<file path="config.mk">
export PLATFORM = sky130hd
export DESIGN_NAME = pixel_serializer
export DESIGN_NICKNAME = d
export VERILOG_FILES = /design/src/rtl/pixel_serializer.sv
export SDC_FILE = /design/constraint.sdc
export NUM_CORES = 1
export LEC_CHECK = 0
export ABC_AREA = 1
export CORE_ASPECT_RATIO = 0.8
export CORE_MARGIN = 2
export CORE_UTILIZATION = 50
export DETAILED_ROUTE_END_ITERATION = 10
export HOLD_SLACK_MARGIN = 0.02
export PLACE_DENSITY_LB_ADDON = 0.05
export SLEW_MARGIN = 20
export SYNTH_ARGS = -nofsm -noshare
export SYNTH_HDL_FRONTEND = slang
export SYNTH_SLANG_ARGS = --single-unit
</file>
<file path="constraint.sdc">
create_clock -name clk -period 13.6 [get_ports clk]
set_input_delay 2.72 -clock clk [delete_from_list [all_inputs] [get_ports clk]]
set_output_delay 2.72 -clock clk [all_outputs]
set_load 0.02 [all_outputs]
</file>
<file path="src/rtl/pixel_serializer.sv">
// pixel_serializer: takes 256-bit burst words holding PPB packed pixels and
// replays them as a LANES-wide pixel stream with frame markers and coordinates.
// Two word buffers are used in ping-pong fashion, so one can refill while the
// other streams. The output runs at one beat per cycle while data is available.
module pixel_serializer #(
    parameter int PIXEL_WIDTH = 8,
    parameter int LANES       = 1,
    parameter int IN_ROWS     = 20,
    parameter int IN_COLS     = 20
) (
    input  logic                             clk,
    input  logic                             s_axis_resetn,
    input  logic                             ap_start,
    output logic                             ap_ready,
    output logic                             ap_idle,
    output logic                             ap_done,
    input  logic                             s_axis_tvalid,
    output logic                             s_axis_tready,
    input  logic [255:0]                     s_axis_tdata,
    output logic                             m_axis_tvalid,
    input  logic                             m_axis_tready,
    output logic [LANES*PIXEL_WIDTH-1:0]     m_axis_tdata,
    output logic                             m_axis_tuser,
    output logic                             m_axis_tlast,
    output logic [$clog2(IN_COLS)-1:0]       cnt_col,
    output logic [$clog2(IN_ROWS)-1:0]       cnt_row
);

    localparam int PPB    = 256 / PIXEL_WIDTH;
    localparam int GROUPS = PPB / LANES;
    localparam int TOTAL  = IN_ROWS * IN_COLS;
    localparam int WORDS  = TOTAL / PPB;
    localparam int BEATS  = TOTAL / LANES;
    localparam int BEAT_W = LANES * PIXEL_WIDTH;
    localparam int GRP_W  = (GROUPS > 1) ? $clog2(GROUPS) : 1;
    localparam int WCNT_W = $clog2(WORDS + 1);
    localparam int BCNT_W = (BEATS > 1) ? $clog2(BEATS) : 1;
    localparam int COL_W  = $clog2(IN_COLS);
    localparam int ROW_W  = $clog2(IN_ROWS);

    typedef enum logic [1:0] {
        IDLE  = 2'd0,
        RUN   = 2'd1,
        DRAIN = 2'd2,
        DONE  = 2'd3
    } state_t;

    state_t              state;
    state_t              state_next;
    logic [255:0]        entry_data [2];
    logic [1:0]          entry_full;
    logic                wr_ptr;
    logic                rd_ptr;
    logic [GRP_W-1:0]    grp;
    logic [WCNT_W-1:0]   fetched;
    logic [BCNT_W-1:0]   beat;
    logic                stream_valid;
    logic                out_hs;
    logic                in_hs;
    logic                last_grp;
    logic                free_entry;

    // Frame control state register.
    always_ff @(posedge clk) begin
        if (!s_axis_resetn) begin
            state <= IDLE;
        end else begin
            state <= state_next;
        end
    end

    // Next-state and handshake outputs; the final word fetch moves RUN to DRAIN.
    always_comb begin
        state_next = state;
        ap_idle    = 1'b0;
        ap_ready   = 1'b0;
        ap_done    = 1'b0;
        case (state)
            IDLE: begin
                ap_idle  = 1'b1;
                ap_ready = 1'b1;
                if (ap_start) begin
                    state_next = RUN;
                end
            end
            RUN: begin
                if (in_hs && fetched == WCNT_W'(WORDS - 1)) begin
                    state_next = DRAIN;
                end
            end
            DRAIN: begin
                if (out_hs && m_axis_tlast) begin
                    state_next = DONE;
                end
            end
            DONE: begin
                ap_done    = 1'b1;
                state_next = IDLE;
            end
            default: state_next = IDLE;
        endcase
    end

    // Stream-side handshakes; an entry freed by its last group may be refilled in the same cycle.
    always_comb begin
        stream_valid  = (state == RUN || state == DRAIN) && entry_full[rd_ptr];
        out_hs        = stream_valid && m_axis_tready;
        last_grp      = (grp == GRP_W'(GROUPS - 1));
        free_entry    = out_hs && last_grp;
        s_axis_tready = (state == RUN) && (fetched < WCNT_W'(WORDS)) &&
                        (!entry_full[wr_ptr] || (wr_ptr == rd_ptr && free_entry));
        in_hs         = s_axis_tvalid && s_axis_tready;
        m_axis_tvalid = stream_valid;
        m_axis_tdata  = '0;
        m_axis_tuser  = 1'b0;
        m_axis_tlast  = 1'b0;
        if (stream_valid) begin
            m_axis_tdata = entry_data[rd_ptr][grp*BEAT_W +: BEAT_W];
            m_axis_tuser = (beat == '0);
            m_axis_tlast = (beat == BCNT_W'(BEATS - 1));
        end
    end

    // Word storage; contents need no reset because the output is gated by the full flags.
    always_ff @(posedge clk) begin
        if (in_hs) begin
            entry_data[wr_ptr] <= s_axis_tdata;
        end
    end

    // Buffer bookkeeping and frame counters, all cleared on reset and when a frame completes.
    always_ff @(posedge clk) begin
        if (!s_axis_resetn || state == DONE) begin
            entry_full <= '0;
            wr_ptr     <= 1'b0;
            rd_ptr     <= 1'b0;
            grp        <= '0;
            fetched    <= '0;
            beat       <= '0;
            cnt_col    <= '0;
            cnt_row    <= '0;
        end else begin
            if (in_hs) begin
                wr_ptr  <= ~wr_ptr;
                fetched <= fetched + 1'b1;
            end
            if (out_hs) begin
                beat <= beat + 1'b1;
                if (last_grp) begin
                    grp    <= '0;
                    rd_ptr <= ~rd_ptr;
                end else begin
                    grp <= grp + 1'b1;
                end
                if (cnt_col == COL_W'(IN_COLS - LANES)) begin
                    cnt_col <= '0;
                    cnt_row <= (cnt_row == ROW_W'(IN_ROWS - 1)) ? '0 : cnt_row + 1'b1;
                end else begin
                    cnt_col <= cnt_col + COL_W'(LANES);
                end
            end
            if (free_entry) begin
                entry_full[rd_ptr] <= 1'b0;
            end
            if (in_hs) begin
                entry_full[wr_ptr] <= 1'b1;
            end
        end
    end

endmodule

</file>
* Word-level counts from Yosys, hierarchy flattened
Memories as Yosys holds them, arrays and structs flattened. A register that Yosys moved wholly into a read port is not among the register bits.
Index checks and enable logic that the tools add are counted.
** Storage, ports and cells
- Register bits after elaboration :: 34
- Memory bits (writable) :: 512
- Output and inout bits :: 25
- Memories kept :: 1
** Operators by class
- $add $sub $neg :: 5
- Order comparisons :: 5
- Equal/unequal tests :: 12
- Shift operators :: 1
- Mux-type cells :: 27
- Bitwise operators :: 5
- Reductions and logical operators :: 21
** Memories
- entry_data :: depth 2, width 256, read ports 1, clocked after Yosys merged registers in 1, write ports 1, line 50 : logic [255:0] entry_data [2];
** Operator list (count)
- $shiftx A256 B9 Y8 :: 1
- $add A5 B1 Y5 const B :: 3
- $eq A5 B5 Y1 const B :: 3
- $mux W5 :: 3
- $mux W1 :: 14
- $mux W2 :: 6
- $logic_and A1 B1 Y1 :: 11
- $add A9 B1 Y9 const B :: 1
- $eq A9 B9 Y1 const B :: 1
- $logic_not A9 Y1 :: 1
- $mux W8 :: 1
- $pmux W2 S4 :: 1
- $ne A2 B2 Y1 const B :: 3
- $add A4 B1 Y4 const B :: 1
- $eq A2 B2 Y1 const B :: 2
- $eq A4 B4 Y1 const B :: 1
- $lt A1 B2 Y1 const B :: 2
- $lt A4 B4 Y1 const B :: 1
- $reduce_and A2 Y1 :: 2
- $logic_or A1 B1 Y1 :: 3
- $reduce_and A3 Y1 :: 1
- $and A2 B2 Y2 :: 1
- $demux W1 S1 :: 2
- $eq A2 B1 Y1 const B :: 1
- 7 further kinds :: 10

* Logic depth before layout (Yosys ltp)
- Depth after elaboration :: 12
- Depth in mapped cells :: 12
- Mapped depth without buffers :: 11

* Least setup slack after synthesis
OpenSTA, ideal clock, no wires.
- Kind :: input to register
- Start :: in m_axis_tready
- End :: mem entry_data[1][0] (enable)
- Arrival time :: 13.680 ns
- Setup slack :: -0.959 ns
- Stages on the path :: 4
- Path through :: nand4_1 > nand2_1 > nand3_2 > nor2_1
** Between the ends
- Cells in the longest elaborated chain, start to end :: 8
** Ends and longest elaborated chain
- start: declaration :: line 21 : input logic m_axis_tready,
- $logic_and A1 B1 Y1 :: line 107 : out_hs = stream_valid && m_axis_tready;
- $logic_and A1 B1 Y1 :: line 109 : free_entry = out_hs && last_grp;
- $logic_and A1 B1 Y1 :: line 111 : (!entry_full[wr_ptr] || (wr_ptr == rd_ptr && free_entry));
- $logic_or A1 B1 Y1 :: line 111
- $logic_and A1 B1 Y1 :: line 110 : s_axis_tready = (state == RUN) && (fetched < WCNT_W'(WORDS)) &&
- $logic_and A1 B1 Y1 :: line 112 : in_hs = s_axis_tvalid && s_axis_tready;
- $mux W1 :: line 126 : if (in_hs) begin
- $mux W1 (not written as such) :: line 127 : entry_data[wr_ptr] <= s_axis_tdata;
- end: declaration :: line 50
Every way passes these cells.

* Final worst setup path
- Start :: reg grp[1]
- End :: out m_axis_tdata[2]
** Between the ends
- Cells in the longest elaborated chain, start to end :: 2
** Ends and longest elaborated chain
- start: declaration :: line 54 : logic [GRP_W-1:0] grp;
- start signal: assignment :: line 153 : grp <= grp + 1'b1;
- $shiftx A256 B9 Y8 :: line 118 : m_axis_tdata = entry_data[rd_ptr][grp*BEAT_W +: BEAT_W];
- $mux W8 :: line 117 : if (stream_valid) begin
- end: declaration :: line 22 : output logic [LANES*PIXEL_WIDTH-1:0] m_axis_tdata,
Every way passes these cells.

==> flow_metrics.py <==
metrics = {
    "sta": {
        "final.min_clock_period_ps": 7210,
        "final-max-slew-violation-count": 0,
        "relSlewSlack_pct": 22.8,
        "fin_tns_setup_ps": 0,
        "post-route-period-util_pct": 53.0,
        "holdWs_ps": 482,
        "skew_ps": 26.8,
        "rsz0062_at_grt": "false",
        "tightest_slew_ps": 1160,
        "fmax_mhz": 139,
        "setup_viol": 0,
        "hold_viol_final": 0,
    },
    "die": {
        "die_area_um2": 46800,
        "coreArea_um2": 44500,
        "die_x_um": 241,
        "start_util_pct": 50.7,
        "die_y_um": 194,
        "num_rows": 69,
        "ioPinCount": 286,
    },
    "drt": {
        "routed_wl_um": 58400,
        "first_iter_violations": 1324,
        "drc": 0,
        "ant_nets": 0,
        "firstDrtPassIters": 6,
        "vias": 15300,
        "wire_per_inst_um": 20.6,
        "viasPerCell": 5.40,
    },
    "synthesis": {
        "synth_cell_types": 37,
        "synth_area_per_cell_um2": 11.6,
        "synth_area_um2": 22500,
        "ys_seq_area_share_pct": 71.3,
        "synth_nets": 2211,
        "synthCells": 1939,
        "ys.warnings.count": 0,
        "synth-seq-cells": 547,
    },
    "global_routing": {
        "grt_first_pass_wirelength_um": 86500,
        "grtUsageTotal_pct": 24.7,
        "grt_max_degree": 188,
        "overflow": 0,
        "antenna_found_initial": 14,
        "first_global_vias": 14700,
    },
    "final_layout": {
        "fin_util_pct": 61.2,
        "multi_input_area_um2": 5540,
        "fill_cells": 3554,
        "syn2layout_area_growth_pct": 20.8,
        "seqCellArea_um2": 16100,
        "layout.cells.non_filler": 2834,
        "drive_gt1_share_pct": 5.05,
        "fin_nets": 2448,
    },
    "clock_network": {
        "cts_resized": 0,
        "cts_sinks": 547,
        "postCtsHoldBufs": 0,
        "h-tree-depth": 2,
        "cts_made_buffers": 53,
        "worst_skew_pair.late_latency_ps": 600,
        "clk_pin_slew_ps": 60,
        "cts.path.max_buffers": 3,
        "cts_tree": "yes",
        "clk_root_buffer_cell": "clkbuf_16",
        "post-cts-setup-buffer-count": 0,
    },
    "setup_path": {
        "r2r-end": "entry_data[0][145]",
        "reg2reg_slack_ps": 8120,
        "rr_worst_depth": 12,
        "cp.required_ps": 10880,
        "critPathMaxFanout": 66,
        "worstSetupPathType": "reg -> out",
        "worstReg2RegStart": "grp[0]",
        "startpoint_type": "flop",
        "arrival_ps": 4490,
        "crit_path_start": "grp[1]",
        "end_kind": "primary output",
    },
    "power_and_ir_drop": {
        "p_leak_uw": 0.00966,
        "irDropWorstVdd_mv": 0.107,
        "power_per_cell_area_nw_per_um2": 146,
    },
    "worst_hold_path": {
        "min-delay-start": "entry_full[1]",
        "hold_path.class": "reg -> reg",
        "hold-path-cell-count": 2,
        "whs_endpoint": "entry_full[1]",
    },
    "run_status": {
        "status": "finished clean",
    },
    "job": {
        "cap_violations": 0,
    },
    "place": {
        "dpl.hpwl_um": 35400,
        "placed_cells": 2724,
        "port_buffers": 285,
        "routabilityCongestion": 0.819,
    },
}
==> worst max-delay path by stage <==
stage | to | slack (ps) | cells after the start
2_1_floorplan | entry_data[1][0] | 3380 | 4
3_3_place_gp | s_axis_tready | 6640 | 4
3_5_place_dp | s_axis_tready | 6680 | 4
4_1_cts | m_axis_tdata[7] | 6190 | 11
5_1_grt | m_axis_tdata[2] | 6240 | 9
6_report | m_axis_tdata[2] | 6390 | 9
==> where the power goes <==
group	total, µW	internal (µW)	switching, µW	leakage (µW)
Clock	1420	810	613	0.000816
Combinational	474	175	299	0.00392
Sequential	2070	2020	46.4	0.00492
==> registers in the layout, indices dropped and copies added (netlist names), named ones only <==
name        count
entry_data    512
beat            9
cnt_col         5
cnt_row         5
grp             5
fetched         4
entry_full      2
state           2
rd_ptr          1
wr_ptr          1
==> cell usage in the layout, fill, tap and decap left out, types with 3 or more instances in the layout <==
master | netlist | final
nor2_4 | 2 | 3
nand2_1 | 663 | 663
clkbuf_1 | 12 | 9
nor3b_1 | 3 | 3
diode_2 | 0 | 12
bufinv_16 | 0 | 4
ha_1 | 11 | 11
nor2_1 | 23 | 22
edfxtp_1 | 512 | 512
clkdlybuf4s50_1 | 0 | 285
clkinv_2 | 0 | 10
buf_4 | 17 | 10
dfxtp_1 | 35 | 31
nand3_1 | 426 | 426
clkinv_1 | 2 | 19
xor2_1 | 3 | 3
a21oi_1 | 40 | 40
o211ai_1 | 8 | 8
o21ai_0 | 15 | 15
clkbuf_16 | 0 | 54
inv_1 | 38 | 36
dfxtp_4 | 0 | 3
nand4_1 | 5 | 5
nor3_1 | 10 | 10
inv_2 | 5 | 4
nand2_4 | 3 | 3
==> cells by family after synthesis <==
group | after synthesis | share of synthesized area, %
simple gates | 1147 | 22.0
xor+xnor | 4 | 0.155
compound gates | 69 | 1.72
buf+inv | 161 | 4.15
fa+ha+maj | 11 | 0.611
flops | 547 | 71.3
==> critical path: stages (launching register included) <==
cell and delay, ps:
dfxtp_4 1010, clkinv_2 810, buf_4 570, nand3_1 200, nand2_1 90, nand2_1 70
nand3_1 190, nand3_1 220, a21oi_1 90, clkdlybuf4s50_1 610
==> through the flow <==
step | cell area, µm² | setup WS [ps] | power, µW
finish | 27200 | 6390 | 3960
global route | 27200 | 6240 | 4110
CTS | 27200 | 6190 | 4000
detailed placement | 25500 | 6680 | 2580
global placement | 25500 | 6640 | 2570
floorplan | 22500 | 3380 | 2390
==> synth_stat cells <==
library cell,n,area (µm²)
xor2_1,3,26.3
nand2_1,663,2490
o21ai_0,15,75.1
o211ai_1,8,60.1
xnor2_1,1,8.76
a211oi_2,1,12.5
nand3_1,426,2130
nor2_1,23,86.3
a22oi_1,1,7.51
buf_1,5,18.8
nor2_4,2,22.5
buf_4,17,128
a21oi_1,40,200
inv_1,38,143
nor3_2,2,20.0
clkbuf_1,12,45.0
edfxtp_1,512,15400
dfxtp_1,35,701
and3_1,2,12.5
a21oi_2,1,8.76
inv_4,1,6.26
nand3_2,2,20.0
buf_6,26,293
nor4_1,2,12.5
inv_2,5,18.8
nand4_1,5,31.3
ha_1,11,138
a21boi_0,2,15.0
o21a_1,1,7.51
nor3_1,10,50.1
nor3b_2,1,12.5
nor4_2,1,12.5
nor3b_1,3,22.5
nand2_4,3,33.8
buf_2,55,275
clkinv_1,2,7.51
nor2_2,2,12.5
==> metal layers <==
layer / GRT usage (%) / share of wire (%)
met1: 35.1 / 43
met2: 38.1 / 47
met3: 4.56 / 6.9
met4: 9.44 / 2.8
met5: 0 / 0.048
==> area by class of cell <==
class                      count  area share [%]
inverter                      46           0.703
antenna                       12           0.110
sequential                   547            59.1
clock inverter                33           0.956
clock buffer                  65            5.19
multi-input combinational   1231            20.3
tap                          603            2.77
timing repair buffer         297            10.9
(Power assumes the default switching activity.)
